## src/rtl/regfile_pkg.sv

```systemverilog
// Shared widths, constants and types for the register file.
// Latency: none (definitions only).
// Backpressure: none (definitions only).
package regfile_pkg;

    localparam int RADDR_WIDTH = 5;
    localparam int RDATA_WIDTH = 32;
    localparam int REG_NUM     = 32;

    localparam logic [RADDR_WIDTH-1:0] ZERO_REG      = '0;
    localparam logic [RDATA_WIDTH-1:0] ZERO          = '0;
    localparam logic                   WRITE_ENABLE  = 1'b1;
    localparam logic                   WRITE_DISABLE = 1'b0;

    typedef logic [RADDR_WIDTH-1:0] raddr_t;
    typedef logic [RDATA_WIDTH-1:0] rdata_t;
    // Whole storage as one packed vector so it can be handed to the read ports.
    typedef rdata_t [REG_NUM-1:0]   regs_t;

endpackage

```

## src/rtl/regfile_rport.sv

```systemverilog
// One combinational read port: address decode, enable, zero-register and
// optional write-first bypass (REGFILE_BYPASS_EN). Latency: 0 cycles.
// Backpressure: none; output is a pure function of current inputs.
//
// Ports: rst_i forces ZERO; re_i/raddr_i select the entry; regs_i is the
// storage; we_i/waddr_i/wdata_i are the in-flight write (bypass source);
// rdata_o is the read result.
module regfile_rport
    import regfile_pkg::*;
(
    input  logic   rst_i,
    input  logic   re_i,
    input  raddr_t raddr_i,
    input  regs_t  regs_i,
    input  logic   we_i,
    input  raddr_t waddr_i,
    input  rdata_t wdata_i,
    output rdata_t rdata_o
);

`ifdef REGFILE_BYPASS_EN
    // Write-first: a write landing on the address being read this cycle is
    // forwarded so decode sees the value write-back is about to commit.
    logic hit;
    assign hit = we_i && (waddr_i == raddr_i);
`else
    // Read-first: the in-flight write is invisible until the next cycle.
    logic hit;
    logic unused_wr;
    assign hit       = 1'b0;
    assign unused_wr = ^{we_i, waddr_i, wdata_i};
`endif

    always_comb begin
        rdata_o = ZERO;
        if (!rst_i && re_i && (raddr_i != ZERO_REG)) begin
`ifdef REGFILE_BYPASS_EN
            rdata_o = hit ? wdata_i : regs_i[raddr_i];
`else
            rdata_o = hit ? ZERO : regs_i[raddr_i];
`endif
        end
    end

endmodule

```

## src/rtl/regfile.sv

```systemverilog
// 32 x 32 register file, one write port, two independent read ports.
// Latency: reads 0 cycles (combinational); writes visible next cycle.
// Backpressure: none; one write per cycle, never stalls.
//
// Ports: clk_i, rst_i (sync, active-high, clears all entries);
// reg_we_i/reg_waddr_i/reg_wdata_i write-back; rsN_re_i/rsN_raddr_i/
// rsN_rdata_o read ports. Build option: REGFILE_BYPASS_EN selects
// write-first read-during-write (default is read-first).
module regfile
    import regfile_pkg::*;
(
    input  logic                   clk_i,
    input  logic                   rst_i,
    input  logic [RADDR_WIDTH-1:0] reg_waddr_i,
    input  logic                   reg_we_i,
    input  logic [RDATA_WIDTH-1:0] reg_wdata_i,
    input  logic                   rs1_re_i,
    input  logic [RADDR_WIDTH-1:0] rs1_raddr_i,
    output logic [RDATA_WIDTH-1:0] rs1_rdata_o,
    input  logic                   rs2_re_i,
    input  logic [RADDR_WIDTH-1:0] rs2_raddr_i,
    output logic [RDATA_WIDTH-1:0] rs2_rdata_o
);

    regs_t regs_q;
    regs_t regs_d;
    logic  wr_en;

    // Entry 0 is never a write target, so it stays ZERO from reset onwards.
    assign wr_en = (reg_we_i == WRITE_ENABLE) && (reg_waddr_i != ZERO_REG);

    always_comb begin
        regs_d = regs_q;
        if (wr_en) begin
            regs_d[reg_waddr_i] = reg_wdata_i;
        end
    end

    // Reset wins over a simultaneous write.
    always_ff @(posedge clk_i) begin
        if (rst_i) begin
            regs_q <= '0;
        end else begin
            regs_q <= regs_d;
        end
    end

    regfile_rport u_rport1 (
        .rst_i   (rst_i),
        .re_i    (rs1_re_i),
        .raddr_i (rs1_raddr_i),
        .regs_i  (regs_q),
        .we_i    (wr_en),
        .waddr_i (reg_waddr_i),
        .wdata_i (reg_wdata_i),
        .rdata_o (rs1_rdata_o)
    );

    regfile_rport u_rport2 (
        .rst_i   (rst_i),
        .re_i    (rs2_re_i),
        .raddr_i (rs2_raddr_i),
        .regs_i  (regs_q),
        .we_i    (wr_en),
        .waddr_i (reg_waddr_i),
        .wdata_i (reg_wdata_i),
        .rdata_o (rs2_rdata_o)
    );

endmodule

```

## config.mk

```make
export PLATFORM = sky130hd
export DESIGN_NAME = regfile
export DESIGN_NICKNAME = d
export VERILOG_FILES = /design/src/rtl/regfile_pkg.sv /design/src/rtl/regfile_rport.sv /design/src/rtl/regfile.sv
export SDC_FILE = /design/constraint.sdc
export NUM_CORES = 2
export LEC_CHECK = 0
export ABC_AREA = 1
export CORE_MARGIN = 4
export CORE_UTILIZATION = 35
export DETAILED_ROUTE_END_ITERATION = 8
export PLACE_DENSITY = 0.52
export SETUP_SLACK_MARGIN = 0.4
export SYNTH_ARGS = -nofsm -noshare
export SYNTH_HDL_FRONTEND = slang
export SYNTH_HIERARCHICAL = 1
export SYNTH_SLANG_ARGS = --single-unit
```

## constraint.sdc

```tcl
create_clock -name clk_i -period 2.3 [get_ports clk_i]
set_input_delay 0.46 -clock clk_i [delete_from_list [all_inputs] [get_ports clk_i]]
set_output_delay 0.46 -clock clk_i [all_outputs]
set_load 0.03 [all_outputs]
```

==> impl_metrics.tcl <==
set metrics [dict create \
    synth_warnings 6 \
    timing.final.ws_setup_ns -0.291 \
    finalHoldViolCount 0 \
    pwr-share-comb_pct 17.4 \
    finalCritPeriodShare_pct 113 \
    maxSlewViolCount 0 \
    port_buffers 115 \
    gr-total-overflow 0 \
    drtAntennaViolNets 0 \
    intPower_w 0.0338 \
    p_sw_w 0.0141 \
    critPathKind "primary input to output port" \
    stdcell_area_um2 76600 \
    top_regs "regs_q: 1024 flops" \
    period_minus_slack_ns 2.59 \
    cts_root_buf "clkbuf_16" \
    outcome "finished with violations" \
    crit_slowest_cell "nor2_4" \
    maxCapViolCount 0 \
    slew_headroom_pct 45.0 \
    p_per_area_nw_per_um2 625 \
    instances_no_fill 12700 \
    fin_tns_setup_ns -12.66 \
    die_area_um2 173000 \
    regMostFlops "regs_q" \
    placed_cells 12300 \
    drive_above_1_share_pct 18.5 \
    grt_start_max_net_pins 91 \
    violations "setup timing" \
    synth_area_um2 58100 \
    tightest_slew_ns 0.825 \
    hpwl_um 171000 \
    numCtsBuffers 131 \
    drt_iter0_markers 7314 \
    layout.nets 10500 \
    clkPwrFrac_pct 44.7 \
    fp.dieW_um 416 \
    grt_pass1_wl_um 397000 \
    clk_pin_slew_ns 0.06 \
    vias 67100 \
    rows 149 \
    place.gp.congestion 0.902 \
    cts_buffer_depth 3 \
    cts.htree.levels 4 \
    path_max_fanout 6 \
    largest_reg_flops 1024 \
    min_path_type "primary input to flop" \
    grt.total_usage_pct 30.1 \
    seqPwrFrac_pct 37.9 \
    cts.sinks 1024 \
    peakVddDrop_mv 0.757 \
    pin_count 116 \
    wire_per_inst_um 21.9 \
    critPathRequiredTime_ns 1.84 \
    area_growth_pct 31.7 \
    worstSkewPairLatency_ns 0.76 \
    setup_viol 64 \
    antenna_found_initial 2 \
    achievable-frequency_mhz 386 \
    drc_errors 0 \
    p_leak_nw 30.8 \
    crit_family "buffers and inverters" \
    placed_area_um2 66800 \
    drt-total-wl_um 279000 \
    routed_via_density 5.28 \
    initial_core_util_pct 35.2 \
    start_kind "primary input" \
    grt_pass1_vias 60700 \
    rsz0062_at_grt "true" \
    first_pass_iters 7 \
    die_height_um 416 \
    core_area_um2 165000 \
    crit_top_cell "buf_12" \
    cts_tree "done" \
    finalClockSkew_ns 0 \
    postCtsHoldBufs 0 \
    syn-num-nets 10300 \
    cp.arrival_ns 2.13 \
    cp-end-kind "output port" \
    synth_cells 10300 \
    crit_path_max_incr_delay_ns 0.17 \
    critPathBufInv 8 \
    p_sw_share_pct 29.4 \
    syn_area_per_cell_um2 5.66 \
    crit_chain "buf_12 -> inv_8 -> nor2_4 -> buf_6 -> buf_12 -> buf_12 -> buf_12 -> nand2_2 -> a21oi_2 -> nor2_1 -> nand2_1 -> nand2_2 -> nor2_1 -> buf_4 -> nor2_4 -> buf_6" \
]
-- cell usage in the layout (no fill, tap or decap), types with 11 or more instances in the layout --
cell / instances
buf_12: 286
nand2_1: 3193
buf_6: 90
nand3_4: 11
o21ai_0: 375
a21oi_2: 54
buf_16: 40
nand2_2: 142
clkbuf_16: 163
o211ai_1: 14
nor2_2: 100
nor2_4: 119
a21oi_1: 193
inv_1: 149
nand3_2: 99
inv_2: 12
a31oi_1: 29
dfxtp_2: 328
clkdlybuf4s50_1: 40
nand2_4: 29
buf_4: 342
clkbuf_1: 26
nand3_1: 638
clkbuf_8: 45
o21ai_1: 181
a31oi_2: 16
dfxtp_1: 691
nor2_1: 3048
-- per-layer routing --
layer  global-route usage [%]  vias up  share of wire (%)
met2                     47.8     3048                 44
met4                     16.3        0                6.1
li1                         -    32200                  -
met5                        0        -                  0
met3                     4.10      677                7.9
met1                     39.6    31200                 42
-- final cells by class --
cell class | instances | area, um^2
diodes | 2 | 5.00
clock buffers | 207 | 4120
clock inverters | 24 | 299
fillers | 17000 | 88400
inverters | 170 | 718
multi-input cells | 8255 | 35900
flip-flops and latches | 1024 | 20900
well taps | 2189 | 2740
repair buffers | 840 | 11800
repair inverters | 5 | 76.3
-- final timing paths --
path | startpoint | end | depth (start not counted) | slack, ns
setup / recovery | rs2_raddr_i[1] | rs2_rdata_o[16] | 16 | -0.29
hold / removal | reg_wdata_i[1] | regs_q[993]$_SDFFE_PP0P_ | 3 | 0.30
setup reg to reg | regs_q[1016]$_SDFFE_PP0P_ | regs_q[1016]$_SDFFE_PP0P_ | 2 | 1.59
hold reg to reg | regs_q[6]$_SDFFE_PP0P_ | regs_q[6]$_SDFFE_PP0P_ | 2 | 0.43
-- worst register-to-register path, cell delays in order (launching register included) --
cell and delay (ns):
dfxtp_1 0.35, o21ai_0 0.20, nor2_1 0.05
-- per-stage QoR --
stage / hold WS, ns / setup WS (ns) / util [%] / total power (W)
floorplan: 0.416 / 0.212 / - / 0.0225
global placement: 0.424 / -0.433 / 40.5 / 0.0255
detailed placement: 0.427 / -0.476 / 40.5 / 0.0255
CTS: 0.250 / -0.320 / 44.6 / 0.0474
global route: 0.264 / -0.370 / 46.4 / 0.0493
finish: 0.297 / -0.291 / 46.4 / 0.0479
-- power by group through the flow --
stage,clock (W),sequential [W],combinational [W]
after global routing,0.0223,0.0182,0.00879
after global placement,0,0.0185,0.00698
after floorplan,0,0.0185,0.00399
after detailed placement,0,0.0185,0.00701
after CTS,0.0217,0.0181,0.00755
final,0.0214,0.0182,0.00832
-- what timing repair did --
action,CTS,global route
gates resized for setup,531,639
pin swaps,195,346
endpoints found under the setup margin,64,64
setup buffers,28,56
gates cloned,22,33
Note: power is estimated with default switching activity, not from simulation.
